===== src/rtl/gpio_port.sv =====
// gpio_port: PIC-style GPIO bank (LAT/TRIS/IOCEN/FLAG) on the SFR bus with interrupt-on-change.
// Optional GPIO_GLITCH_FILTER_EN adds a 3-sample stability filter ahead of PORT reads and change detect.
module gpio_port #(
    parameter int               WIDTH     = 13,
    parameter logic [WIDTH-1:0] RESET_LAT = '0
) (
    input  logic             clock,
    input  logic             reset,
    input  logic [2:0]       io_addr,
    input  logic             io_wen,
    input  logic [7:0]       io_wdata,
    input  logic             io_ren,
    output logic [7:0]       io_rdata,
    output logic             io_rvalid,
    input  logic [WIDTH-1:0] io_pins_in,
    output logic [WIDTH-1:0] io_pins_out,
    output logic [WIDTH-1:0] io_pins_en,
    output logic             io_irq
);
    logic [WIDTH-1:0] lat, tris, iocen, flag, s1, s2, prev, pin_val, change, clr;
    logic [15:0]      rsel;

    // Replace one byte of a register; bits at or above WIDTH fall away in the cast.
    function automatic logic [WIDTH-1:0] merge(input logic [WIDTH-1:0] cur, input logic hi, input logic [7:0] d);
        logic [15:0] e;
        e = 16'(cur);
        return hi ? WIDTH'({d, e[7:0]}) : WIDTH'({e[15:8], d});
    endfunction

`ifdef GPIO_GLITCH_FILTER_EN
    logic [WIDTH-1:0] h2, filt, stable;
    assign stable  = ~(s2 ^ prev) & ~(prev ^ h2);
    assign change  = stable & (s2 ^ filt);
    assign pin_val = filt;
    always_ff @(posedge clock or negedge reset) begin
        if (!reset) begin
            h2   <= '0;
            filt <= '0;
        end else begin
            h2   <= prev;
            filt <= filt ^ change;
        end
    end
`else
    assign change  = s2 ^ prev;
    assign pin_val = s2;
`endif

    always_comb begin
        clr  = (io_wen && io_addr[2:1] == 2'd3) ? merge('0, io_addr[0], io_wdata) : '0;
        rsel = io_addr[2:1] == 2'd0 ? 16'(pin_val) :
               io_addr[2:1] == 2'd1 ? 16'(tris)    :
               io_addr[2:1] == 2'd2 ? 16'(iocen)   : 16'(flag);
    end

    always_ff @(posedge clock or negedge reset) begin
        if (!reset) begin
            lat       <= RESET_LAT;
            tris      <= '1;
            iocen     <= '0;
            flag      <= '0;
            s1        <= '0;
            s2        <= '0;
            prev      <= '0;
            io_rdata  <= '0;
            io_rvalid <= 1'b0;
        end else begin
            s1        <= io_pins_in;
            s2        <= s1;
            prev      <= s2;
            flag      <= (flag & ~clr) | (change & iocen);
            io_rvalid <= io_ren;
            if (io_ren)
                io_rdata <= io_addr[0] ? rsel[15:8] : rsel[7:0];
            if (io_wen) begin
                case (io_addr[2:1])
                    2'd0:    lat   <= merge(lat, io_addr[0], io_wdata);
                    2'd1:    tris  <= merge(tris, io_addr[0], io_wdata);
                    2'd2:    iocen <= merge(iocen, io_addr[0], io_wdata);
                    default: ;
                endcase
            end
        end
    end

    assign io_pins_out = lat;
    assign io_pins_en  = ~tris;
    assign io_irq      = |(flag & iocen);
endmodule


===== config.mk =====
export PLATFORM = sky130hd
export DESIGN_NAME = gpio_port
export DESIGN_NICKNAME = d
export VERILOG_FILES = /design/src/rtl/gpio_port.sv
export SDC_FILE = /design/constraint.sdc
export NUM_CORES = 1
export LEC_CHECK = 0
export BUFFER_PORTS_ARGS = -buffer_cell sky130_fd_sc_hd__buf_4
export CORE_MARGIN = 10
export CORE_UTILIZATION = 53
export CTS_BUF_LIST = sky130_fd_sc_hd__clkbuf_4
export CTS_CLUSTER_SIZE = 14
export DETAILED_ROUTE_END_ITERATION = 10
export PLACE_DENSITY_LB_ADDON = 0.08
export SLEW_MARGIN = 20
export SYNTH_ARGS = -nofsm -noshare
export SYNTH_HDL_FRONTEND = slang
export SYNTH_SLANG_ARGS = --single-unit

===== constraint.sdc =====
create_clock -name clock -period 1 [get_ports clock]
set_input_delay 0.05 -clock clock [delete_from_list [all_inputs] [get_ports clock]]
set_output_delay 0.05 -clock clock [all_outputs]
set_load 0.01 [all_outputs]

==> results_dict.tcl <==
set metrics [dict create \
    slew_viol_final 0 \
    rows 31 \
    viasPerCell 5.246 \
    dp.cells 503 \
    worst_path_largest_cell_delay_ns 0.42 \
    die_width_um 107.0 \
    postSynthCellCount 278 \
    port_buffers 63 \
    synth-seq-cells 100 \
    fmax_mhz 585.4 \
    crit_path_max_fanout 2 \
    cp_slowest_cell "dfrtp_1" \
    insertion_delay_ns 0.46 \
    ios 64 \
    rsz0062_at_grt "yes" \
    skew_ns 0.01508 \
    r2r_slack_ns -0.19 \
    fin_crit_sh_pct 170.8 \
    drv_cap 0 \
    critical_path_class "flip-flop to primary output" \
    setup-violations-final 47 \
    yosysWarnings 0 \
    cp-start-kind "flip-flop" \
    fin_ws_ns -0.7082 \
    nFillCells 421 \
    cts.sinks 100 \
    grt_pass1_vias 3279 \
    hold_viol_final 0 \
    drt_first_pass_iters 4 \
    r2r-end "io_rdata[7]" \
    status "finished with violations" \
    antenna_cells 0 \
    syn_to_final_growth_pct 49.02 \
    power.leakage_nw 2.787 \
    post-route-drc-count 0 \
    grt_pass1_wl_um 16640 \
    grt_usage_pct 18.29 \
    coreArea_um2 7292 \
    path_cells "a222oi_1 -> and3_1 -> nand3_2 -> buf_6" \
    whs_ns 0.06477 \
    grt_max_degree 62 \
    antenna_found_initial 0 \
    vias 2943 \
    violations "setup timing" \
    hp-class "input port to flip-flop" \
    min_period_ns 1.708 \
    gp_congestion 0.8622 \
    dp_hpwl_um 6808 \
    syn_nets 306 \
    yosysSeqAreaShare_pct 62.77 \
    start_util_pct 55.03 \
    htreeDepth 3 \
    instances_no_fill 561 \
    vdd_ir_drop_max_v 0.0009528 \
    power.density_nw_per_um2 1713 \
    final.setup.tns_ns -6.860 \
    wl_um 10160 \
    die_h_um 107.0 \
    hold_start "io_addr[2]" \
    routedWlPerCell_um 18.11 \
    worst_pin_slew_ns 0.3105 \
    critPathCaptureType "primary output" \
    grt_remaining_overflow 0 \
    drtIter0Drc 166 \
    worstHoldPathCells 3 \
    nets 485 \
    cts_buffer_depth 2 \
    reg2regPathDepth 4 \
    worstReg2RegStart "tris[7]" \
    drive_gt1_share_pct 54.98 \
    avgSynthCellArea_um2 14.43 \
    path_clk_slew_ns 0.16 \
    fp.dieArea_um2 11450 \
    slew_headroom_pct 79.30 \
    cts_inserted_buffers 9 \
    syn_area_um2 4013 \
    cts_tree "built" \
    hold_end "io_rdata[1]" \
    ant_nets 0 \
    cts_root_buf "clkbuf_4" \
    cp.required_ns 0.95 \
    worstPathArrival_ns 1.66 \
    post-route-util_pct 82.00 \
    synth.distinct_cells 30 \
]
[worst max-delay path: cells and delay by family, from the launching register on]
family	cells	cell delay (ns)
buf+inv	1	0.14
flops	1	0.42
simple gates	2	0.31
compound gates	1	0.33
[through the flow]
step	setup WS, ns	area, um2	power, W
floorplan	-0.08069	4055	0.006109
global placement	-0.2063	5204	0.007490
detailed placement	-0.2122	5204	0.007568
CTS	-0.7374	5853	0.01016
global route	-0.8649	5979	0.01078
finish	-0.7082	5979	0.01024
[cell families after synthesis]
logic type	after synthesis	share of synthesized area, %
AOI/OAI and AO/OA	32	6.736
buffers and inverters	27	3.180
muxes	62	17.62
and+or+nand+nor	44	6.860
DFF	100	62.77
xor gates and xnor gates	13	2.838
[metal layers]
layer | GRT usage (%) | up-vias | part of all wire [%] | routed length, um
met1 | 22.69 | 1487 | 44 | 4453
li1 | - | 1348 | - | -
met5 | 0 | - | 0 | 0
met4 | 5.706 | 0 | 1.5 | 154
met3 | 6.168 | 14 | 6.4 | 649
met2 | 29.54 | 94 | 48 | 4900
[placed cells by master, fill, tap and decap left out, types with 3 or more instances in the layout]
master         count
dfrtp_1           87
buf_4             87
buf_6             59
mux2_2            29
dlygate4sd3_1     23
nand2_1           19
mux2i_1           18
inv_2             16
a22o_1            14
dfstp_2           13
xor2_1            11
mux2_4            10
clkbuf_4          10
a22oi_1            7
nor2b_1            7
buf_12             7
nand3_1            5
a41o_1             5
inv_1              3
mux4_2             3
inv_6              3
[cell usage after synthesis, drive strengths merged]
library cell	instances	area share (%)
dfrtp	87	54
mux2	39	11
mux2i	20	5.0
inv	19	1.8
nand2	19	1.8
a22o	14	3.1
dfstp	13	8.5
xor2	13	2.8
a22oi	8	1.5
buf	7	1.3
nor2b	7	1.1
nand3	6	0.75
a41o	5	1.2
mux4	3	1.7
o22ai	3	0.47
nand2b	2	0.50
nand4b	2	0.44
nor3	2	0.65
nor3b	2	0.94
a221oi	1	0.22
a222oi	1	0.25
and3	1	0.16
and4	1	0.22
and4b	1	0.25
clkbuf	1	0.093
nor2	1	0.093
[cell type report]
type,instances,area (um2),area share [%]
tap,99,123.9,2.072
inverter,19,71.32,1.193
timing repair buffer,176,1688,28.23
clock buffer,10,75.07,1.255
sequential,100,2519,42.12
clock inverter,6,47.55,0.7951
multi-input combinational,151,1455,24.34
[where the power goes]
group	internal (W)	total, W	switching (W)
Combinational	0.00201	0.00316	0.00115
Sequential	0.00468	0.00511	0.000423
Clock	0.000578	0.00198	0.00140
Total	0.00727	0.0102	0.00297
[worst max-delay path by stage]
stage	start	endpoint	slack [ns]	cells after the start
2_1_floorplan	io_addr[0]	iocen[2]	-0.08	3
3_3_place_gp	io_addr[0]	io_pins_out[0]	-0.21	5
3_5_place_dp	io_addr[0]	iocen[5]	-0.21	5
4_1_cts	iocen[3]	io_irq	-0.74	4
5_1_grt	flag[3]	io_irq	-0.86	4
6_report	flag[3]	io_irq	-0.71	4
[sequential cells by signal, indices dropped and copies added, names as in the netlist]
| name | cells |
|---|---|
| iocen | 13 |
| pin_val | 13 |
| io_pins_out | 13 |
| io_rdata | 8 |
| prev | 13 |
| s1 | 13 |
| io_rvalid | 1 |
| tris | 13 |
| flag | 13 |
[what timing repair did]
| item | in CTS | in global routing |
|---|---|---|
| gates resized for setup | 68 | 19 |
| hold buffers | 23 | 0 |
| endpoints found under the hold margin | 174 | 0 |
| pin swaps | 8 | 11 |
| setup buffers | 12 | 8 |
| setup endpoints to repair | 46 | 50 |
No activity file was read; power rests on OpenSTA's default activity.
